**src/rtl/axi_lite_master.sv**
```systemverilog
// AXI4-Lite initiator: turns single-beat valid/ready commands into complete
// AXI4-Lite write or read transactions, one at a time, and returns each completion.
module axi_lite_master #(
    parameter int C_M_AXI_ADDR_WIDTH = 9,
    parameter int C_M_AXI_DATA_WIDTH = 32,
    parameter int C_TIMEOUT          = 256
) (
    input  logic                            m_axi_aclk,
    input  logic                            m_axi_aresetn,

    input  logic                            cmd_valid,
    output logic                            cmd_ready,
    input  logic                            cmd_write,
    input  logic [C_M_AXI_ADDR_WIDTH-1:0]   cmd_addr,
    input  logic [C_M_AXI_DATA_WIDTH-1:0]   cmd_wdata,
    input  logic [C_M_AXI_DATA_WIDTH/8-1:0] cmd_wstrb,

    output logic                            rsp_valid,
    input  logic                            rsp_ready,
    output logic                            rsp_write,
    output logic [C_M_AXI_DATA_WIDTH-1:0]   rsp_rdata,
    output logic [1:0]                      rsp_resp,
    output logic                            timeout,

    output logic [C_M_AXI_ADDR_WIDTH-1:0]   m_axi_awaddr,
    output logic                            m_axi_awvalid,
    input  logic                            m_axi_awready,
    output logic [C_M_AXI_DATA_WIDTH-1:0]   m_axi_wdata,
    output logic [C_M_AXI_DATA_WIDTH/8-1:0] m_axi_wstrb,
    output logic                            m_axi_wvalid,
    input  logic                            m_axi_wready,
    input  logic [1:0]                      m_axi_bresp,
    input  logic                            m_axi_bvalid,
    output logic                            m_axi_bready,
    output logic [C_M_AXI_ADDR_WIDTH-1:0]   m_axi_araddr,
    output logic                            m_axi_arvalid,
    input  logic                            m_axi_arready,
    input  logic [C_M_AXI_DATA_WIDTH-1:0]   m_axi_rdata,
    input  logic [1:0]                      m_axi_rresp,
    input  logic                            m_axi_rvalid,
    output logic                            m_axi_rready
);

    localparam int CW = (C_TIMEOUT < 2) ? 1 : $clog2(C_TIMEOUT);
    localparam logic [CW-1:0] CNT_LAST = CW'(C_TIMEOUT - 1);

    typedef enum logic [2:0] {IDLE, WRITE, WRESP, RADDR, RDATA, RSP} state_t;

    state_t        state;
    logic          aw_done;
    logic          w_done;
    logic [CW-1:0] to_cnt;

    logic aw_hs, w_hs, b_hs, ar_hs, r_hs, any_hs, waiting;

    assign aw_hs   = m_axi_awvalid && m_axi_awready;
    assign w_hs    = m_axi_wvalid  && m_axi_wready;
    assign b_hs    = m_axi_bvalid  && m_axi_bready;
    assign ar_hs   = m_axi_arvalid && m_axi_arready;
    assign r_hs    = m_axi_rvalid  && m_axi_rready;
    assign any_hs  = aw_hs || w_hs || b_hs || ar_hs || r_hs;
    assign waiting = (state == WRITE) || (state == WRESP) || (state == RADDR) || (state == RDATA);

    // NOTE: every output is a flop updated with <= so all of them change together
    // on the edge; cmd_ready is 0 in reset and rises on the first clock after release.
    always_ff @(posedge m_axi_aclk or negedge m_axi_aresetn) begin
        if (!m_axi_aresetn) begin
            state         <= IDLE;
            aw_done       <= 1'b0;
            w_done        <= 1'b0;
            to_cnt        <= '0;
            cmd_ready     <= 1'b0;
            rsp_valid     <= 1'b0;
            rsp_write     <= 1'b0;
            rsp_rdata     <= '0;
            rsp_resp      <= 2'b00;
            timeout       <= 1'b0;
            m_axi_awaddr  <= '0;
            m_axi_awvalid <= 1'b0;
            m_axi_wdata   <= '0;
            m_axi_wstrb   <= '0;
            m_axi_wvalid  <= 1'b0;
            m_axi_bready  <= 1'b0;
            m_axi_araddr  <= '0;
            m_axi_arvalid <= 1'b0;
            m_axi_rready  <= 1'b0;
        end else begin
            timeout <= 1'b0;

            case (state)
                IDLE: begin
                    if (cmd_valid && cmd_ready) begin
                        cmd_ready <= 1'b0;
                        rsp_write <= cmd_write;
                        if (cmd_write) begin
                            m_axi_awaddr  <= cmd_addr;
                            m_axi_wdata   <= cmd_wdata;
                            m_axi_wstrb   <= cmd_wstrb;
                            m_axi_awvalid <= 1'b1;
                            m_axi_wvalid  <= 1'b1;
                            aw_done       <= 1'b0;
                            w_done        <= 1'b0;
                            state         <= WRITE;
                        end else begin
                            m_axi_araddr  <= cmd_addr;
                            m_axi_arvalid <= 1'b1;
                            state         <= RADDR;
                        end
                    end else begin
                        cmd_ready <= 1'b1;
                    end
                end

                WRITE: begin
                    // Address and data channels complete independently, in either order.
                    if (aw_hs) begin
                        m_axi_awvalid <= 1'b0;
                        aw_done       <= 1'b1;
                    end
                    if (w_hs) begin
                        m_axi_wvalid <= 1'b0;
                        w_done       <= 1'b1;
                    end
                    if ((aw_done || aw_hs) && (w_done || w_hs)) begin
                        m_axi_bready <= 1'b1;
                        state        <= WRESP;
                    end
                end

                WRESP: begin
                    if (b_hs) begin
                        m_axi_bready <= 1'b0;
                        rsp_resp     <= m_axi_bresp;
                        rsp_rdata    <= '0;
                        rsp_valid    <= 1'b1;
                        state        <= RSP;
                    end
                end

                RADDR: begin
                    if (ar_hs) begin
                        m_axi_arvalid <= 1'b0;
                        m_axi_rready  <= 1'b1;
                        state         <= RDATA;
                    end
                end

                RDATA: begin
                    if (r_hs) begin
                        m_axi_rready <= 1'b0;
                        rsp_rdata    <= m_axi_rdata;
                        rsp_resp     <= m_axi_rresp;
                        rsp_valid    <= 1'b1;
                        state        <= RSP;
                    end
                end

                RSP: begin
                    if (rsp_ready) begin
                        rsp_valid <= 1'b0;
                        cmd_ready <= 1'b1;
                        state     <= IDLE;
                    end
                end

                default: state <= IDLE;
            endcase

            // Stall watchdog: only reports, the transaction keeps waiting.
            if (waiting) begin
                if (any_hs) begin
                    to_cnt <= '0;
                end else if (C_TIMEOUT != 0 && to_cnt == CNT_LAST) begin
                    to_cnt  <= '0;
                    timeout <= 1'b1;
                end else begin
                    to_cnt <= to_cnt + 1'b1;
                end
            end else begin
                to_cnt <= '0;
            end
        end
    end

endmodule

```
**config.mk**
```make
export PLATFORM = sky130hd
export DESIGN_NAME = axi_lite_master
export DESIGN_NICKNAME = d
export VERILOG_FILES = /design/src/rtl/axi_lite_master.sv
export SDC_FILE = /design/constraint.sdc
export NUM_CORES = 1
export LEC_CHECK = 0
export ABC_AREA = 0
export BUFFER_PORTS_ARGS = -buffer_cell sky130_fd_sc_hd__buf_2
export CORE_MARGIN = 3
export CORE_UTILIZATION = 52
export DETAILED_ROUTE_END_ITERATION = 16
export GPL_TIMING_DRIVEN = 1
export MAX_ROUTING_LAYER = met4
export PLACE_DENSITY = 0.92
export SYNTH_ARGS = -nofsm -noshare
export SYNTH_HDL_FRONTEND = slang
export SYNTH_SLANG_ARGS = --single-unit
```
**constraint.sdc**
```tcl
create_clock -name m_axi_aclk -period 3.5 [get_ports m_axi_aclk]
set_clock_uncertainty 0.1 [all_clocks]
set_input_delay 0.35 -clock m_axi_aclk [delete_from_list [all_inputs] [get_ports m_axi_aclk]]
set_output_delay 0.35 -clock m_axi_aclk [all_outputs]
set_load 0.005 [all_outputs]
```
* Yosys cells after proc, flatten, opt, wreduce, memory -nomap -nowiden
Index checks and enable logic that the tools add are counted.
** Word-level totals
- Word-level logic and storage cells :: 122
- Register bits after elaboration :: 110
- Bits of input ports :: 91
- Output and inout port bits :: 97
** Cells by class
- Equal/unequal tests :: 16
- Add/subtract/negate cells :: 1
- Reductions and logical operators :: 36
- Muxes and demuxes :: 49
- Bitwise operators :: 1
** Operator list (count)
- $mux W32 :: 2
- $pmux W32 S2 :: 1
- $mux W8 :: 3
- $mux W1 :: 23
- $mux W3 :: 6
- $ne A2 B2 Y1 const B :: 9
- $pmux W3 S6 :: 1
- $pmux W1 S2 :: 8
- $reduce_and A4 Y1 :: 4
- $reduce_and A3 Y1 :: 5
- $reduce_bool A2 Y1 :: 6
- $logic_or A1 B1 Y1 :: 9
- $add A8 B1 Y8 const B :: 1
- $eq A8 B8 Y1 const B :: 1
- $logic_and A1 B1 Y1 :: 7
- $eq A3 B2 Y1 const B :: 2
- $eq A3 B3 Y1 const B :: 2
- $mux W2 :: 3
- $reduce_and A6 Y1 :: 1
- $pmux W2 S2 :: 1
- $reduce_and A2 Y1 :: 2
- $eq A3 B1 Y1 const B :: 1
- $logic_not A3 Y1 :: 1
- $pmux W1 S3 :: 1
- other kinds (3) :: 3

* Depth between registers and ports, before layout
Gate-level depths: netlist of run 1.
- Word-level depth :: 7
- Mapped depth :: 6
- Mapped depth without buffers :: 4

* Worst setup path before layout of run 1
Ideal clock, no wire load.
- Kind :: flip-flop to flip-flop
- Start point :: reg state[1]
- End point :: reg m_axi_araddr[0]
- Setup slack :: 1669 ps
- Period minus slack after synthesis :: 1831 ps
- Stages on the path, launching flop included :: 5
- Data arrival time :: 1606 ps
- Path buffers :: 1
- Cells stage by stage :: dfrtp_1 -> buf_6 -> or4_4 -> nor2_8 -> mux2_2
** On the way
- Longest elaborated chain between the ends :: 2
** Ends and longest elaborated chain
- from (decl) :: RTL line 49 : state_t state;
- from (signal assigned) :: RTL line 68 : state <= IDLE;
- from (signal assigned) :: RTL line 103 : state <= WRITE;
- from (signal assigned) :: RTL line 107 : state <= RADDR;
- $logic_not A3 Y1 :: RTL line 90 : case (state)
- $reduce_and A3 Y1 (no line)
- to (signal assigned) :: RTL line 105 : m_axi_araddr <= cmd_addr;
- to (decl) :: RTL line 35 : output logic [C_M_AXI_ADDR_WIDTH-1:0] m_axi_araddr,
Every way passes these cells.
A chain may end at the register's enable or synchronous reset.

* Final worst setup path of run 1
- Start point :: reg state[2]
- End point :: reg m_axi_awaddr[5]
** On the way
- Longest elaborated chain between the ends :: 2
** Ends and longest elaborated chain
- $logic_not A3 Y1 :: RTL line 90
- $reduce_and A3 Y1 (no line)
- to (signal assigned) :: RTL line 96 : m_axi_awaddr <= cmd_addr;
- to (decl) :: RTL line 25 : output logic [C_M_AXI_ADDR_WIDTH-1:0] m_axi_awaddr,
Every way passes these cells.

==> impl_metrics.py, run 1 <==
metrics = {
    "run_status": {
        "outcome": "complete, no violations",
    },
    "critical_path": {
        "rr_endpoint": "m_axi_awaddr[5]$_DFFE_PN0P_",
        "r2r_slack_ns": 1.01,
        "crit_buf_inv": 1,
        "crit_path_max_incr_delay_ns": 0.56,
        "path_delay_family": "simple AND/OR/NAND/NOR gates",
        "rr_startpoint": "state[2]$_DFFE_PN0P_",
        "critPathKind": "reg2reg",
        "reg2regPathDepth": 4,
        "worstSetupEndpointType": "flip-flop",
        "crit_path_cell_trace": "nor4_4 > nand2_2 > buf_4 > mux2_4",
        "cp_slowest_cell": "dfrtp_1",
        "crit_arrival_ns": 2.64,
        "required_ns": 3.65,
        "critPathMaxFanout": 31,
        "startpoint_type": "flip-flop",
    },
    "finish": {
        "multi_input_area_sq_mm": 0.00167,
        "diodes": 0,
        "seqCellArea_sq_mm": 0.00275,
        "area_delta_synth_final_pct": 26.6,
        "post-route-util_pct": 68.6,
        "nFillCells": 628,
        "layout-drive-gt1-share_pct": 47.1,
        "final_net_count": 654,
    },
    "yosys": {
        "yosysUniqueCellTypes": 38,
        "post-synth-top-area-cell": "dfrtp_1",
        "yosys.area.top_type_share_pct": 60.9,
        "synth.most_common_cell": "dfrtp_1",
        "syn_nets": 470,
        "async_reset_ff_share_pct": 100,
        "synth_area_leaders": "dfrtp_1 (61%), mux2_2 (9.2%), nand2_1 (7.3%)",
        "synth_edf_count": 0,
        "ys_top_cells_by_count": "dfrtp_1 (110), nand2_1 (88), mux2_2 (37), o21ai_0 (34), mux2_4 (17)",
        "synth_area_sq_mm": 0.00452,
        "ys_warn_count": 0,
        "synth-seq-area-share_pct": 60.9,
        "synth.avg_cell_area_sq_um": 12.0,
        "synthCells": 378,
        "synth_seq_cells": 110,
        "ys.flop_type": "dfrtp_1",
    },
    "clock_tree": {
        "clkLatencyLatePin_ns": 0.35,
        "cts_max_level": 3,
        "ctsHoldBuffers": 0,
        "ctsResizeCount": 0,
        "postCtsSetupRepairBufs": 0,
        "cts.sinks": 110,
        "numCtsBuffers": 9,
        "clkTransAtPathRegs_ns": 0.11,
        "cts_buffer_depth": 2,
        "cts_tree": "built",
        "clockRootBuffer": "clkbuf_8",
    },
    "floorplan": {
        "start_util_pct": 54.2,
        "io_pins": 188,
        "die_h_microns": 99.2,
        "dieArea_sq_mm": 0.00984,
        "fp.coreArea_sq_mm": 0.00834,
        "die_w_microns": 99.2,
        "rows": 33,
    },
    "pwr": {
        "cellLeakagePower_uw": 0.00295,
        "power_uw": 4390,
        "ir_drop_mv": 0.323,
        "powerDensity_mw_per_mm2": 767,
    },
    "grt": {
        "grt_start_max_net_pins": 88,
        "track_usage_pct": 22.2,
        "grt_pass1_wl_mm": 17.2,
        "grt_overflow": 0,
        "grt_antenna_before_repair": 0,
        "grt_pass1_vias": 3611,
    },
    "timing": {
        "setup_viol": 0,
        "max_freq_mhz": 402,
        "finalCritPeriodShare_pct": 71.1,
        "finalCriticalPeriod_ns": 2.49,
        "maxSlewHeadroom_pct": 29.5,
        "maxSlewViolCount": 0,
        "tightestPinTransition_ns": 1.06,
        "tns_ns": 0,
        "hold_viol_final": 0,
        "rsz0062_at_grt": "no",
    },
    "worst_hold_path": {
        "hold_class": "in2async",
    },
    "drt": {
        "antenna_left": 0,
        "vias": 3480,
        "drt_iter0_drc": 119,
        "dr.pass1.iters": 4,
        "routed_wl_mm": 10.4,
        "wl_per_cell_microns": 15.4,
        "drc_errors": 0,
        "avgViaCountPerCell": 5.18,
    },
    "place": {
        "io_buffers": 187,
        "gp_congestion": 0.876,
        "hpwl_mm": 7.78,
    },
    "flow_run": {
        "cap_violations": 0,
    },
}
==> through the flow <==
step	setup WS, ns	hold WS [ns]	instance area (sq um)	cells
2_1_floorplan	1.67	-0.0456	4520	378
6_report	1.01	0.0623	5720	672
4_1_cts	0.980	0.0893	5720	672
3_5_place_dp	0.997	0.365	5520	656
3_3_place_gp	1.12	0.358	5520	656
5_1_grt	0.835	0.102	5720	672
==> worst reg2reg max path, stage by stage (launching register included) <==
cell and delay, ns:
dfrtp_1 0.56, nor4_4 0.43, nand2_2 0.52, buf_4 0.44, mux2_4 0.34
==> sequential cells by signal (all words and copies together), names as in the netlist <==
register / flops
aw_done: 1
cmd_ready: 1
m_axi_araddr: 9
m_axi_arvalid: 1
m_axi_awaddr: 9
m_axi_awvalid: 1
m_axi_bready: 1
m_axi_rready: 1
m_axi_wdata: 32
m_axi_wstrb: 4
m_axi_wvalid: 1
rsp_rdata: 32
rsp_resp: 2
rsp_valid: 1
rsp_write: 1
state: 3
timeout: 1
to_cnt: 8
w_done: 1
==> final cells by class <==
type | instances | share of cell area, %
clock buffers | 11 | 2.65
clock inverters | 5 | 0.853
inverters | 1 | 0.0656
multi-input cells | 249 | 29.1
flip-flops and latches | 110 | 48.1
well taps | 105 | 2.30
repair buffers | 191 | 16.9
==> layer usage <==
metal	part of all wire (%)	up-vias	global-route usage, %
li1	-	1654	-
met1	42	1678	28.2
met2	49	134	36.3
met3	6.9	14	4.70
met4	1.5	0	6.51
met5	0	-	-
==> layout by cell type (no fill, tap or decap), types with 3 or more instances in the layout <==
| master | instances |
|---|---|
| mux2_2 | 37 |
| a21oi_1 | 9 |
| dfrtp_1 | 110 |
| nand3_1 | 6 |
| o21ai_1 | 4 |
| mux2_4 | 17 |
| and3_1 | 3 |
| nand2b_1 | 3 |
| o21ai_0 | 34 |
| clkbuf_8 | 11 |
| nand2_1 | 87 |
| buf_2 | 186 |
| nor2_1 | 13 |
| buf_4 | 5 |
| xor2_1 | 5 |
| a31oi_1 | 3 |
==> cells by family after synthesis <==
family / Yosys count / synth area share, %
muxes: 56 / 15.3
adders and majority gates: 1 / 0.277
AOI/OAI and AO/OA: 58 / 7.01
xor gates and xnor gates: 7 / 1.36
DFF: 110 / 60.9
buffers and inverters: 19 / 2.30
and+or+nand+nor: 127 / 12.8
==> report_power, final <==
group | leakage, uW | total, uW | switching [uW] | internal [uW]
sequential | 0.00140 | 2100 | 332 | 1770
combinational | 0.00145 | 1540 | 692 | 846
clock | 0.000104 | 752 | 438 | 314
total | 0.00295 | 4390 | 1460 | 2930
==> worst max-delay path by stage <==
| stage | from | to | slack, ns | cells after the start |
|---|---|---|---|---|
| 6_report | state[2]$_DFFE_PN0P_ | m_axi_awaddr[5]$_DFFE_PN0P_ | 1.01 | 4 |
| 5_1_grt | state[2]$_DFFE_PN0P_ | m_axi_awaddr[1]$_DFFE_PN0P_ | 0.83 | 4 |
| 4_1_cts | state[2]$_DFFE_PN0P_ | m_axi_wdata[28]$_DFFE_PN0P_ | 0.98 | 4 |
| 3_5_place_dp | state[2]$_DFFE_PN0P_ | m_axi_wdata[28]$_DFFE_PN0P_ | 1.0 | 4 |
| 3_3_place_gp | state[2]$_DFFE_PN0P_ | m_axi_awaddr[5]$_DFFE_PN0P_ | 1.12 | 4 |
| 2_1_floorplan | state[1]$_DFFE_PN0P_ | m_axi_araddr[0]$_DFFE_PN0P_ | 1.67 | 4 |
Note: power is estimated with default switching activity, not from simulation.
==> run 2, diff against run 1 <==
--- a/config.mk
+++ b/config.mk
@@ -5,14 +5,14 @@
 export SDC_FILE = /design/constraint.sdc
 export NUM_CORES = 1
 export LEC_CHECK = 0
-export ABC_AREA = 0
+export ABC_AREA = 1
 export BUFFER_PORTS_ARGS = -buffer_cell sky130_fd_sc_hd__buf_2
 export CORE_MARGIN = 3
-export CORE_UTILIZATION = 52
+export CORE_UTILIZATION = 48
 export DETAILED_ROUTE_END_ITERATION = 16
 export GPL_TIMING_DRIVEN = 1
 export MAX_ROUTING_LAYER = met4
-export PLACE_DENSITY = 0.92
+export PLACE_DENSITY = 0.86
 export SYNTH_ARGS = -nofsm -noshare
 export SYNTH_HDL_FRONTEND = slang
 export SYNTH_SLANG_ARGS = --single-unit
==> constraint.sdc (replaced) <==
create_clock -name m_axi_aclk -period 2.3 [get_ports m_axi_aclk]
set_clock_uncertainty 0.1 [all_clocks]
set_input_delay 0.23 -clock m_axi_aclk [delete_from_list [all_inputs] [get_ports m_axi_aclk]]
set_output_delay 0.23 -clock m_axi_aclk [all_outputs]
set_load 0.005 [all_outputs]
==> run 2 against run 1 <==
Effect of this change: power rose by 64%; register-to-register slack got worse by 0.52 ns; clock power rose by 53%; sequential power rose by 55%; critical path type unchanged; critical endpoint is now m_axi_awaddr[8]$_DFFE_PN0P_.
==> impl_metrics.py, run 2 <==
metrics = {
    "grt": {
        "grt_start_max_net_pins": 69,
        "track_usage_pct": 21.8,
        "grt_pass1_vias": 4000,
        "grt_pass1_wl_mm": 17.9,
        "grt_overflow": 0,
        "grt_antenna_before_repair": 0,
    },
    "clock_tree": {
        "cts_buffer_depth": 2,
        "clockRootBuffer": "clkbuf_8",
        "cts_tree": "built",
        "clkLatencyLatePin_ns": 0.34,
        "postCtsSetupRepairBufs": 0,
        "numCtsBuffers": 9,
        "clkTransAtPathRegs_ns": 0.10,
        "cts_max_level": 3,
        "cts.sinks": 110,
    },
    "drt": {
        "avgViaCountPerCell": 4.91,
        "vias": 4145,
        "dr.pass1.iters": 4,
        "antenna_left": 0,
        "drc_errors": 0,
        "routed_wl_mm": 11.2,
        "wl_per_cell_microns": 13.3,
        "drt_iter0_drc": 201,
    },
    "critical_path": {
        "crit_arrival_ns": 1.93,
        "cp_slowest_cell": "dfrtp_1",
        "crit_path_max_incr_delay_ns": 0.51,
        "path_delay_family": "flip-flops",
        "crit_buf_inv": 1,
        "crit_path_cell_trace": "nor2_2 > nand2_2 > nor2_4 > nand2_2 > buf_4 > o21ai_0",
        "critPathKind": "reg2reg",
        "worstSetupEndpointType": "flip-flop",
        "path_common_cell": "nand2_2",
        "startpoint_type": "flip-flop",
        "critPathMaxFanout": 56,
        "required_ns": 2.43,
    },
    "timing": {
        "max_freq_mhz": 555,
        "finalCritPeriodShare_pct": 78.4,
        "rsz0062_at_grt": "no",
        "tightestPinTransition_ns": 0.570,
        "tns_ns": 0,
        "finalCriticalPeriod_ns": 1.80,
        "setup_viol": 0,
        "hold_viol_final": 0,
        "timing.hold.ws_ns": 0.0244,
        "maxSlewHeadroom_pct": 62.0,
        "maxSlewViolCount": 0,
    },
    "finish": {
        "diodes": 0,
        "seqCellArea_sq_mm": 0.00275,
        "final_common_cell": "nand2_1",
        "nFillCells": 691,
        "final-instance-count-excl-fill": 845,
        "final_net_count": 824,
        "final_cell_mix": "nand2_1 (248), buf_2 (186), dfrtp_1 (110)",
        "layout-drive-gt1-share_pct": 30.1,
        "post-route-util_pct": 68.2,
        "area_delta_synth_final_pct": 34.5,
        "reg.largest.list": "m_axi_wdata x32, rsp_rdata x32",
        "multi_input_area_sq_mm": 0.00152,
    },
    "yosys": {
        "synth_seq_cells": 110,
        "ys_top_cells_by_count": "nand2_1 (248), dfrtp_1 (110), o21ai_1 (30), inv_1 (22), o21ai_0 (19)",
        "synth_edf_count": 0,
        "synth-seq-area-share_pct": 60.8,
        "post-synth-top-area-cell": "dfrtp_1",
        "syn_nets": 608,
        "synthCells": 516,
        "ys_warn_count": 0,
        "synth_area_sq_mm": 0.00453,
        "synth.most_common_cell": "nand2_1",
        "yosys.area.top_type_share_pct": 60.8,
        "synth_area_leaders": "dfrtp_1 (61%), nand2_1 (21%), o21ai_1 (3.3%)",
        "yosysUniqueCellTypes": 28,
        "ys.flop_type": "dfrtp_1",
        "synth.avg_cell_area_sq_um": 8.78,
        "async_reset_ff_share_pct": 100,
    },
    "place": {
        "hpwl_mm": 7.76,
        "io_buffers": 187,
        "placed_cells": 792,
        "gp_congestion": 0.883,
    },
    "pwr": {
        "power_uw": 7180,
        "ir_drop_mv": 0.531,
        "powerDensity_mw_per_mm2": 1180,
        "cellLeakagePower_uw": 0.00341,
    },
    "floorplan": {
        "die_w_microns": 103,
        "start_util_pct": 50.7,
        "fp.coreArea_sq_mm": 0.00893,
        "rows": 34,
        "dieArea_sq_mm": 0.0106,
        "io_pins": 188,
        "die_h_microns": 103,
    },
    "flow_run": {
        "cap_violations": 0,
    },
    "run_status": {
        "outcome": "complete, no violations",
    },
    "worst_hold_path": {
        "hold_class": "in2reg",
    },
}
[run 2: what timing repair did]
action,4_1_cts,5_1_grt
hold buffers,37,0
gates resized for setup,0,0
hold endpoints to repair,69,0
[run 2: worst min-delay path, cell delays in order]
cell	delay, ns
buf_2	0.10
nand2_1	0.05
o21ai_1	0.06
[run 2: layer usage]
layer | track usage (%) | vias to the layer above | wire (microns)
li1 | - | 2037 | -
met1 | 26.4 | 1917 | 4610
met2 | 35.9 | 162 | 5520
met3 | 4.33 | 29 | 773
met4 | 8.47 | 0 | 322
met5 | - | - | 0
[run 2: power breakdown]
group	internal (uW)	switching [uW]	total, uW
logic	1200	1580	2780
clock network	560	594	1150
registers	2750	499	3250
total	4510	2670	7180
[run 2: layout make-up]
type | count | area share (%)
clock buffer | 12 | 2.55
clock inverter | 4 | 0.739
inverter | 26 | 1.60
multi-input combinational | 356 | 25.0
sequential | 110 | 45.2
tap | 108 | 2.22
timing repair buffer | 229 | 22.7
[run 2: final timing paths]
path	from	to	slack, ns	cells past startpoint
min in group asynchronous	m_axi_aresetn	rsp_rdata[20]$_DFFE_PN0P_	0.27	2
worst max-delay path	state[2]$_DFFE_PN0P_	m_axi_awaddr[8]$_DFFE_PN0P_	0.50	6
max in group asynchronous	m_axi_aresetn	to_cnt[2]$_DFF_PN0_	1.17	3
worst min-delay path	m_axi_rdata[8]	rsp_rdata[8]$_DFFE_PN0P_	0.02	3
worst max register to register	state[2]$_DFFE_PN0P_	m_axi_awaddr[8]$_DFFE_PN0P_	0.50	6
worst min register to register	to_cnt[0]$_DFF_PN0_	to_cnt[0]$_DFF_PN0_	0.38	1
[run 2: cells by family (layout without fill, tap and decap cells)]
group	after synthesis	in the layout	synth area share, %
and+or+nand+nor	290	290	25.4
DFF	110	110	60.8
AOI/OAI and AO/OA	61	61	7.21
buffers and inverters	50	271	5.61
xor gates and xnor gates	4	4	0.773
adders and majority gates	1	1	0.276
[run 2: per-stage QoR]
step / setup WS (ns) / cell area (sq um)
detailed placement: 0.541 / 5520
global route: 0.322 / 6090
finish: 0.497 / 6090
global placement: 0.629 / 5520
CTS: 0.528 / 6090
floorplan: 0.762 / 4530
